## src/rtl/motoro3_pkg.sv

```systemverilog
// Shared constants, FSM encoding and modular-add helper for the motoro3 step sequencer.
package motoro3_pkg;

  localparam logic [3:0] STEP_OFF = 4'hF;
  localparam int unsigned STEP_N_DEF = 12;

  typedef enum logic [1:0] {
    StIdle     = 2'd0,
    StRun      = 2'd1,
    StStopping = 2'd2
  } seqState_e;

  // (a + b) mod n for a, b < n <= 15
  function automatic logic [3:0] stepAddMod(logic [3:0] a, logic [3:0] b, logic [3:0] n);
    logic [4:0] s;
    s = {1'b0, a} + {1'b0, b};
    if (s >= {1'b0, n}) begin
      s = s - {1'b0, n};
    end
    return s[3:0];
  endfunction

endpackage

```

## src/rtl/motoro3_period_counter.sv

```systemverilog
// Period counter with shadowed reload: m3cnt runs 0..reloadSh, cntLast1 flags the final cycle.
module motoro3_period_counter #(
  parameter int unsigned CNT_W = 25
) (
  input  logic             clk,
  input  logic             rst,
  input  logic             en,
  input  logic             loadStart,
  input  logic [CNT_W-1:0] reloadIn,
  output logic [CNT_W-1:0] cnt,
  output logic             cntLast1
);

  logic [CNT_W-1:0] reloadSh;
  logic [CNT_W-1:0] reloadClamped;
  logic [CNT_W-1:0] cntInc;

  // A zero reload would make every cycle a boundary; the shortest period is 2 cycles.
  assign reloadClamped = (reloadIn == '0) ? CNT_W'(1) : reloadIn;
  assign cntInc        = cnt + CNT_W'(1);

  always_ff @(posedge clk) begin
    if (rst) begin
      cnt      <= '0;
      cntLast1 <= 1'b0;
      reloadSh <= CNT_W'(1);
    end else if (!en) begin
      cnt      <= '0;
      cntLast1 <= 1'b0;
    end else if (loadStart || cntLast1) begin
      // New period: pick up the reload register; clamped value is never 0, so last1 stays low.
      reloadSh <= reloadClamped;
      cnt      <= '0;
      cntLast1 <= 1'b0;
    end else begin
      cnt      <= cntInc;
      cntLast1 <= (cntInc == reloadSh);
    end
  end

endmodule

```

## src/rtl/motoro3_step_sequencer.sv

```systemverilog
// Step sequencer: run/stop FSM, electrical step index and three 120-degree phase codes.
// Optional reverse rotation via `MOTORO3_SEQ_DIR_EN.
module motoro3_step_sequencer
  import motoro3_pkg::*;
#(
  parameter int unsigned CNT_W  = 25,
  parameter int unsigned STEP_N = STEP_N_DEF
) (
  input  logic             clk,
  input  logic             rst,
  input  logic             run,
  input  logic             dir,
  input  logic [CNT_W-1:0] m3reg_step_cnt_reload1,
  output logic [CNT_W-1:0] m3cnt,
  output logic             m3cntLast1,
  output logic [3:0]       sgStepA,
  output logic [3:0]       sgStepB,
  output logic [3:0]       sgStepC,
  output logic             stepTick,
  output logic             seqBusy
);

  localparam logic [3:0] StepN4   = 4'(STEP_N);
  localparam logic [3:0] StepLast = 4'(STEP_N - 1);
  localparam logic [3:0] OffsB    = 4'(STEP_N / 3);
  localparam logic [3:0] OffsC    = 4'((2 * STEP_N) / 3);

  seqState_e  stateQ, stateD;
  logic [3:0] stepIdxQ, stepIdxD;
  logic [3:0] stepInc;
  logic       loadStart;
  logic       advance;
  logic       busyD;

  assign stepInc = (stepIdxQ == StepLast) ? 4'd0 : stepIdxQ + 4'd1;

`ifdef MOTORO3_SEQ_DIR_EN
  logic [3:0] stepDec;
  assign stepDec = (stepIdxQ == 4'd0) ? StepLast : stepIdxQ - 4'd1;
`else
  logic unusedDir;
  assign unusedDir = dir;
`endif

  always_comb begin
    stateD    = stateQ;
    loadStart = 1'b0;
    advance   = 1'b0;
    unique case (stateQ)
      StIdle: begin
        if (run) begin
          stateD    = StRun;
          loadStart = 1'b1;
        end
      end
      StRun: begin
        if (!run) begin
          stateD = StStopping;
        end
        advance = m3cntLast1;
      end
      StStopping: begin
        // A returning request keeps the rotation seamless, including at the boundary itself.
        if (run) begin
          stateD  = StRun;
          advance = m3cntLast1;
        end else if (m3cntLast1) begin
          stateD = StIdle;
        end
      end
      default: stateD = StIdle;
    endcase
  end

  assign busyD = (stateD != StIdle);

  always_comb begin
    stepIdxD = stepIdxQ;
    if (advance) begin
`ifdef MOTORO3_SEQ_DIR_EN
      stepIdxD = dir ? stepDec : stepInc;
`else
      stepIdxD = stepInc;
`endif
    end
  end

  always_ff @(posedge clk) begin
    if (rst) begin
      stateQ   <= StIdle;
      stepIdxQ <= 4'd0;
      seqBusy  <= 1'b0;
      stepTick <= 1'b0;
      sgStepA  <= STEP_OFF;
      sgStepB  <= STEP_OFF;
      sgStepC  <= STEP_OFF;
    end else begin
      stateQ   <= stateD;
      stepIdxQ <= stepIdxD;
      seqBusy  <= busyD;
      stepTick <= loadStart | advance;
      sgStepA  <= busyD ? stepIdxD : STEP_OFF;
      sgStepB  <= busyD ? stepAddMod(stepIdxD, OffsB, StepN4) : STEP_OFF;
      sgStepC  <= busyD ? stepAddMod(stepIdxD, OffsC, StepN4) : STEP_OFF;
    end
  end

  motoro3_period_counter #(
    .CNT_W(CNT_W)
  ) u_period_counter (
    .clk      (clk),
    .rst      (rst),
    .en       (busyD),
    .loadStart(loadStart),
    .reloadIn (m3reg_step_cnt_reload1),
    .cnt      (m3cnt),
    .cntLast1 (m3cntLast1)
  );

endmodule

```

## config.mk

```make
export PLATFORM = sky130hd
export DESIGN_NAME = motoro3_step_sequencer
export DESIGN_NICKNAME = d
export VERILOG_FILES = /design/src/rtl/motoro3_pkg.sv /design/src/rtl/motoro3_period_counter.sv /design/src/rtl/motoro3_step_sequencer.sv
export SDC_FILE = /design/constraint.sdc
export NUM_CORES = 1
export LEC_CHECK = 0
export ABC_AREA = 0
export BUFFER_PORTS_ARGS = -buffer_cell sky130_fd_sc_hd__buf_4
export CORE_UTILIZATION = 50
export CTS_CLUSTER_SIZE = 24
export DETAILED_ROUTE_END_ITERATION = 16
export PLACE_DENSITY = 0.73
export SYNTH_ARGS = -nofsm -noshare
export SYNTH_HDL_FRONTEND = slang
export SYNTH_SLANG_ARGS = --single-unit
```

## constraint.sdc

```tcl
create_clock -name clk -period 3 [get_ports clk]
set_input_delay 0.3 -clock clk [delete_from_list [all_inputs] [get_ports clk]]
set_output_delay 0.3 -clock clk [all_outputs]
set_load 0.05 [all_outputs]
```

Yosys cells after proc, flatten, opt, wreduce, memory -nomap -nowiden

Cells that the tools add are included.
Widths: inputs -> output; s select.

Bits in registers: 71
Input port bits: 29
Output and inout bits: 40
Logic and storage cells: 45

$add $sub $neg: 6
Order comparisons: 2
Equality and inequality tests: 4
Mux-type cells: 14
Bitwise logic cells: 2
Reduce and logical (&&, ||, !) cells: 7

Operators with widths:

| operator              | number |
|---|---|
| $add 25x1->25 const B | 1 |
| $eq 25x25->1          | 1 |
| $logic_not 25->1      | 1 |
| $mux 25               | 1 |
| $mux 4                | 4 |
| $ge 5x4->1 const B    | 2 |
| $mux 2                | 4 |
| $sub 4x4->4 const B   | 2 |
| $pmux 2 s3            | 1 |
| $add 4x3->5 const B   | 1 |
| $add 4x4->5 const B   | 1 |
| $add 4x1->4 const B   | 1 |
| $eq 4x4->1 const B    | 1 |
| $mux 1                | 3 |
| $reduce_or 3->1       | 1 |
| $eq 2x1->1 const B    | 1 |
| $eq 2x2->1 const B    | 1 |
| $logic_not 2->1       | 1 |
| $pmux 1 s2            | 1 |
| $reduce_and 2->1      | 1 |
| $reduce_bool 2->1     | 1 |
| $reduce_or 2->1       | 1 |
| $logic_or 1x1->1      | 1 |
| $not 1->1             | 1 |
| $or 1x1->1            | 1 |

Longest topological paths before layout

Gate-level depths: netlist of run 1.

Word-level depth: 6
Depth in mapped cells: 11
Gate-level depth less buffers: 10

By module

From an unflattened synthesis of run 1, not the netlist that was laid out.

Cells, all modules: 421
Area, all modules: 3474.6 sq um

Modules (own cells, without submodules):

| module                 | instances | cells each | area each (sq um) | seq. area each (sq um) |
|---|---|---|---|---|
| motoro3_period_counter | 1         | 345        | 2771.4            | 1021.0 |
| motoro3_step_sequencer | 1         | 76         | 703.2             | 300.3 |

Least setup slack after synthesis of run 1

OpenSTA, ideal clock, no wires.

Path type: reg-to-reg
Start: register u_period_counter.cnt[0]
End: register u_period_counter.cntLast1
Setup time: 88 ps
Arrival time: 2700 ps
Required time: 2912 ps
Path slack: 212 ps
Stages on the path, launching flop included: 8
Path buffers: 0
Period minus slack after synthesis: 2788 ps
Path through: dfxtp_1 -> ha_1 -> nand3_1 -> nor4_4 -> nand3_1 -> a311o_1 -> or4_1 -> nor4_2

Word-level cells in the longest chain between the ends: 2

RTL lines:

| element                | RTL line                     | text |
|---|---|---|
| start, declared        | motoro3_period_counter.sv:10 | `output logic [CNT_W-1:0] cnt,` |
| start signal, assigned | motoro3_period_counter.sv:36 | `cnt <= cntInc;` |
| $add 25x1->25          | motoro3_period_counter.sv:20 | `assign cntInc = cnt + CNT_W'(1);` |
| $eq 25x25->1           | motoro3_period_counter.sv:37 | `cntLast1 <= (cntInc == reloadSh);` |
| end signal, assigned   | motoro3_period_counter.sv:37 |  |
| end, declared          | motoro3_period_counter.sv:11 | `output logic cntLast1` |

No other way between the ends.
A chain may end at the register's enable or synchronous reset.

Worst setup path in the final report of run 1

Same ends and word-level chain as after synthesis.

==> metrics, run 1 <==
status=complete, but fails checks; failing checks=DRC; setup tns final=0 ps; # port buffers=67; Clk pwr share=37.3%; Clk Latency, worst-skew pair=350 ps; per-cell routed wire length=15.28 um; min Tclk post-route=2745 ps; TritonRoute pass-1 iters=10; Crit Path Class=flip-flop to flip-flop; FMAX=0.3643 GHz; via count=2,902; sequential fraction of the synthesis area=39.20%; Int Pwr=1633 uW; Yosys top cell by area=dfxtp_1; FF+latch count, synth=66; worst path cell trace=ha_1 -> xnor2_1 -> xor2_1 -> o31ai_1 -> a2111oi_0 -> o2111ai_1 -> or4_1 -> nor4_2; net count reported at finish=474; leak pwr=0.001777 uW; CTS sink count=66; Post-synth EDFFs=0; required time worst endpoint=3250 ps; CTS tree=done; r2r startpoint=u_period_counter.cnt[0]$_SDFF_PP0_; post-synth top area share=39.20%; Max IR drop VDD=328.2 uV; Sw Ratio=28.67%; DIE WIDTH=84.11 um; vias per std cell=5.592; reg-to-reg slack, setup=250 ps; family with the most delay on the worst path=simple AND/OR/NAND/NOR gates; hold_ws=189.8 ps; crit-path max FO=6; Placement Setup Slack=241.2 ps; Slew @ Worst Pin=465.8 ps; CP Launch Point=u_period_counter.cnt[0]$_SDFF_PP0_; worst r2r path cells=8; WP buf/inv=0; gpl congestion=0.8778; Hold Path Origin=m3reg_step_cnt_reload1[21]; Synth Area per Inst=9.037 um2; n_diodes=0; DRT iter0 DRCs=211; FILL cells=544; CTS Buf Count=9; GRT overflow=0; hpwl dp=5967 um; Final Hold Viols=0; Row Count=29; Critical Path Sink Type=flip-flop; DIE AREA=0.007074 mm2; Max Buffers Root-to-Sink=2; placed cell count=503; Comb power frac=19.7%; fin. max-slew vios=0; largest cells by area after synthesis=dfxtp_1 39%, mux2i_1 7.7%, nor2_1 7.3%, xnor2_1 4.9%, xor2_1 4.4%; initial antenna violation count=0; max cap viols=0; setup violators final=0; non-filler cells, final=519; vias in the first global route=2,811; Critical R2R Capture=u_period_counter.cntLast1$_SDFF_PP0_; critical path depth=8; Data arrival, critical path=3000 ps; RSZ-0062 raised after global routing=false; Syn Nets=410; sequential power share=43.0%; Synthesis Warnings=0; Cells after Synth=373; final worst slack=255.0 ps; Max stage delay cell, worst path=or4_1; count of cell types in the netlist=56; share of layout cells above drive strength 1=23.08%; Primary FF master, synth=dfxtp_1; Global Route Usage Sum=23.79%; routed wire length=7928 um; Core Util, Final=64.35%; pin count of the biggest net entering global routing=33; power per cell area=553.9 mW/mm2; core area=0.006422 mm2; Die Ht=84.11 um; first-pass GRT wire length=13,220 um; clk_skew=8.322 ps; area grow syn2layout=22.61%; post-route ant nets=0; CP Launch Type=flip-flop; ys async rst share=0%; post-synth design cell area=0.003371 mm2; clock slew at reported path FFs=80 ps; CP peak stage delay=560 ps; Max H-tree Level=3; Initial Util=52.48%; Setup crit end=u_period_counter.cntLast1$_SDFF_PP0_; Clock Root Buffer=clkbuf_8; DRC viols=6; # IOs=69; final worst path period share=91.50%; Slew headroom=68.91%; Psw=656.2 uW; Min-Delay Path Class=input port to flip-flop; Post-CTS Setup Bufs=0
==> cell usage after synthesis (2+ instances only) <==
master	instances
dfxtp_1	66
nor2_1	66
mux2i_1	26
nand2_1	20
xnor2_1	19
xor2_1	17
inv_1	14
nand3_1	13
a21oi_1	10
nor3_1	9
clkbuf_1	8
ha_1	8
nand4_1	7
o21ai_0	7
nor4_1	6
buf_4	5
nand3b_1	5
a311oi_1	4
and3_1	4
o211ai_1	4
or4_1	4
buf_2	3
nand2b_1	3
nand3_4	3
nor4_4	3
a2111oi_0	2
a211o_1	2
and2_1	2
buf_6	2
nor3b_1	2
o2111ai_1	2
o21a_1	2
o31ai_1	2
==> metrics by stage <==
step	power [uW]	area [um2]
final	2289	4133
after global routing	2381	4133
after floorplan	1322	3371
after detailed placement	1454	3901
after CTS	2298	4130
after global placement	1444	3901
==> state kept, by name, indices dropped and copies added, names as in the netlist <==
register,cells
u_period_counter.cntLast1,1
sgStepC,1
u_period_counter.reloadSh,25
stepIdxQ,4
stepTick,1
seqBusy,1
u_period_counter.cnt,25
sgStepB,2
sgStepA,4
stateQ,2
==> power by group through the flow <==
stage | clock network, uW | registers, uW | logic (uW)
2_1_floorplan | 0 | 1060 | 266
3_3_place_gp | 0 | 1000 | 441
3_5_place_dp | 0 | 1000 | 449
4_1_cts | 863 | 984 | 451
5_1_grt | 905 | 992 | 484
6_report | 855 | 984 | 450
==> tightest hold or removal path: stages <==
cell,delay (ps)
buf_4,80
mux2i_1,50
nor2_1,70
==> final cells by class <==
| class | instances | area [um2] | share of cell area (%) |
|---|---|---|---|
| multi-input combinational | 275 | 1901 | 45.99 |
| sequential | 66 | 1321 | 31.97 |
| inverter | 14 | 52.55 | 1.272 |
| clock inverter | 4 | 73.82 | 1.786 |
| clock buffer | 12 | 155.1 | 3.754 |
| timing repair buffer | 71 | 533.0 | 12.90 |
| tap | 77 | 96.34 | 2.331 |
==> cell families after synthesis <==
| family | after synthesis | synth area share (%) |
|---|---|---|
| buffers and inverters | 32 | 4.677 |
| flip-flops | 66 | 39.20 |
| AND/OR/NAND/NOR | 154 | 24.80 |
| multiplexers | 27 | 8.055 |
| AO/OA/AOI/OAI | 50 | 10.95 |
| XOR/XNOR | 36 | 9.354 |
| adder cells (fa/ha/maj) | 8 | 2.970 |
==> how the worst min path moves through the flow <==
stage	end	slack, ps	depth (start not counted)
after floorplan	u_period_counter.reloadSh[10]$_SDFFE_PP0P_	440	2
after global placement	u_period_counter.cnt[0]$_SDFF_PP0_	480	1
after detailed placement	u_period_counter.reloadSh[0]$_SDFFE_PP1P_	520	1
after CTS	u_period_counter.reloadSh[21]$_SDFFE_PP0P_	190	3
after global routing	u_period_counter.reloadSh[13]$_SDFFE_PP0P_	180	3
final	u_period_counter.reloadSh[21]$_SDFFE_PP0P_	190	3
==> placed cells by master, fill, tap and decap left out, drive strengths merged, types with 3 or more instances in the layout <==
master	synthesis	routed
a21oi	10	10
nand2b	3	3
nand4	8	8
nor3	9	9
nor4	10	10
nor2	67	67
nand2	21	21
o21ai	8	8
and3	5	5
a311oi	4	4
mux2i	26	26
ha	8	8
o211ai	4	4
clkbuf	8	12
dfxtp	66	66
or4	4	4
inv	14	14
nand3	16	16
buf	10	71
nand3b	5	5
xor2	17	17
xnor2	19	19
==> layer usage <==
metal  part of all wire (%)  vias up  wire length (um)  GRT usage (%)
met3                    5.8       11               463          5.242
met2                     48       91              3773          39.64
li1                       -     1444                 -              -
met1                     45     1356              3584          30.11
met4                    1.3        0               106          9.091
met5                      0        -                 0              0
==> timing repair <==
action / in CTS / in global routing
gates resized for setup: 0 / 1
hold buffers: 0 / 0
setup endpoints to repair: 0 / 1
Note: power is estimated with default switching activity, not from simulation.
==> inputs of run 2 (changes only) <==
--- a/config.mk
+++ b/config.mk
@@ -7,6 +7,7 @@
 export LEC_CHECK = 0
 export ABC_AREA = 0
 export BUFFER_PORTS_ARGS = -buffer_cell sky130_fd_sc_hd__buf_4
+export CORE_ASPECT_RATIO = 0.9
 export CORE_UTILIZATION = 50
 export CTS_CLUSTER_SIZE = 24
 export DETAILED_ROUTE_END_ITERATION = 16
==> metrics, run 2 (same netlist as run 1, synthesis figures left out) <==
status=completed; gpl congestion=0.8565 (-2.4%); pin count of the biggest net entering global routing=33 (unchanged); CTS tree=done; setup violators final=0 (unchanged); # IOs=69 (unchanged); fin. max-slew vios=0 (unchanged); crit-path max FO=6 (unchanged); Max Buffers Root-to-Sink=2 (unchanged); # port buffers=67 (unchanged); TritonRoute pass-1 iters=4 (-6); Critical Path Sink Type=flip-flop; Die Ht=79.89 um (-5.0%); most common cell after layout, fill and taps aside=buf_4; Post-CTS Setup Bufs=0 (unchanged); net count reported at finish=476 (+0.42%); via count=2,959 (+2.0%); Max IR drop VDD=414.7 uV (+26%); CP Launch Type=flip-flop; worst r2r path cells=8 (unchanged); DRT iter0 DRCs=126 (-40%); CTS Hold Bufs=0 (unchanged); vias in the first global route=2,787 (-0.85%); routed wire length=8186 um (+3.3%); hpwl dp=6228 um (+4.4%); max cap viols=0 (unchanged); first-pass GRT wire length=13,460 um (+1.8%); Final Hold Viols=0 (unchanged); setup tns final=0 ps (unchanged); core area=0.006551 mm2 (+2.0%); CTS sink count=66 (unchanged); DRC viols=0 (-6); Hold Path Origin=m3reg_step_cnt_reload1[2]; most frequent cells in the layout=73 x buf_4, 66 x nor2_1, 66 x dfxtp_1; GRT overflow=0 (unchanged); Int Pwr=1684 uW (+3.1%); Row Count=28 (-3.4%); DIE AREA=0.007074 mm2 (about the same); Regs by FF count=u_period_counter.cnt (25), u_period_counter.reloadSh (25); DIE WIDTH=88.55 um (+5.3%); FMAX=0.3638 GHz (-0.13%); vias per std cell=5.541 (-0.90%); FILL cells=571 (+5.0%); n_diodes=0 (unchanged); clock slew at reported path FFs=80 ps (about the same); Comb power frac=19.3% (-0.4 points); Max H-tree Level=3 (unchanged); worst hold stages=3 (unchanged); Psw=688.2 uW (+4.9%); per-cell routed wire length=15.33 um (+0.35%); Initial Util=51.45% (-1.0 points); initial antenna violation count=0 (unchanged); Slew headroom=61.84% (-7.1 points); Data arrival, critical path=3020 ps (+20 ps); final worst path period share=91.62% (+0.12 points); reg-to-reg slack, setup=250 ps (about the same); sequential power share=41.4% (-1.6 points); min Tclk post-route=2749 ps (+3.531 ps); Critical R2R Capture=u_period_counter.cntLast1$_SDFF_PP0_; Slew @ Worst Pin=570.3 ps (+104.5 ps); Core Util, Final=63.83% (-0.52 points); share of layout cells above drive strength 1=23.42% (+0.35 points); CTS Buf Count=9 (unchanged); post-route ant nets=0 (unchanged); Crit Path Class=flip-flop to flip-flop; leak pwr=0.001794 uW (+0.99%); required time worst endpoint=3270 ps (+20 ps); Clock Root Buffer=clkbuf_8; hold_ws=189.7 ps (-0.1300 ps); Global Route Usage Sum=25.25% (+1.5 points); Clk pwr share=39.3% (+2.0 points); Clk Latency, worst-skew pair=350 ps (about the same); post-cts gate resize count=0 (unchanged); power per cell area=567.3 mW/mm2 (+2.4%); RSZ-0062 raised after global routing=false; Min-Delay Path Class=input port to flip-flop; r2r startpoint=u_period_counter.cnt[1]$_SDFF_PP0_; Min-Delay Endpoint=u_period_counter.reloadSh[2]$_SDFFE_PP0P_; area grow syn2layout=24.05%; clk_skew=7.669 ps (-0.6529 ps); Sw Ratio=29.01% (+0.34 points)
==> run 2: changes by cell type in the layout (fill, tap and decap cells not counted) <==
cell and change:
buf_4 +2, bufinv_16 +1, clkbuf_1 -1, clkbuf_8 -2
clkinv_2 -1, clkinv_4 +1, inv_6 +2, nor2_1 +1
nor2_2 -1
==> run 2: power groups by stage <==
| stage | combinational [uW] | sequential, uW | clock, uW |
|---|---|---|---|
| after floorplan | 266 | 1060 | 0 |
| after global placement | 449 | 1000 | 0 |
| after detailed placement | 459 | 1000 | 0 |
| after CTS | 460 | 982 | 946 |
| after global routing | 495 | 989 | 989 |
| final | 458 | 982 | 932 |
==> run 2: area by class of cell <==
| type | instances | area, um2 | share of cell area (%) |
|---|---|---|---|
| Multi-Input combinational cell | 275 | 1898 | 45.39 |
| Tap cell | 90 | 112.6 | 2.693 |
| Inverter | 14 | 52.55 | 1.257 |
| Timing Repair Buffer | 73 | 548.0 | 13.11 |
| Sequential cell | 66 | 1321 | 31.60 |
| Clock buffer | 9 | 123.9 | 2.962 |
| Clock inverter | 7 | 125.1 | 2.992 |
==> run 2: per-layer routing <==
layer / global-route usage (%) / part of all wire (%) / up-vias
met5: 0 / 0 / -
met4: 8.065 / 1.0 / 0
met3: 6.929 / 5.7 / 9
met2: 40.62 / 47 / 106
met1: 32.55 / 46 / 1395
li1: - / - / 1449
==> run 2: worst max-delay path: stages (launching register included) <==
cell      delay [ps]
dfxtp_1          390
ha_1             220
nand3_1          210
nor2_1           510
nand2_2          110
xor2_1           180
a2111o_1         400
or4_1            420
nor4_2           210
==> run 2: worst max-delay path by stage <==
stage	start	endpoint
after floorplan	u_period_counter.cnt[0]$_SDFF_PP0_	u_period_counter.cntLast1$_SDFF_PP0_
after global placement	u_period_counter.cnt[1]$_SDFF_PP0_	u_period_counter.cntLast1$_SDFF_PP0_
after detailed placement	u_period_counter.cnt[1]$_SDFF_PP0_	u_period_counter.cntLast1$_SDFF_PP0_
after CTS	u_period_counter.cnt[1]$_SDFF_PP0_	u_period_counter.cntLast1$_SDFF_PP0_
after global routing	u_period_counter.cnt[1]$_SDFF_PP0_	u_period_counter.cntLast1$_SDFF_PP0_
final	u_period_counter.cnt[1]$_SDFF_PP0_	u_period_counter.cntLast1$_SDFF_PP0_
==> run 2: metrics by stage <==
stage | worst slack, ps | cells | total power (uW) | cell area [um2]
4_1_cts | 293.0 | 534 | 2389 | 4182
6_report | 251.5 | 534 | 2372 | 4182
2_1_floorplan | 212.2 | 373 | 1322 | 3371
3_5_place_dp | 348.5 | 518 | 1461 | 3933
5_1_grt | 90.70 | 534 | 2473 | 4182
3_3_place_gp | 386.0 | 518 | 1449 | 3933
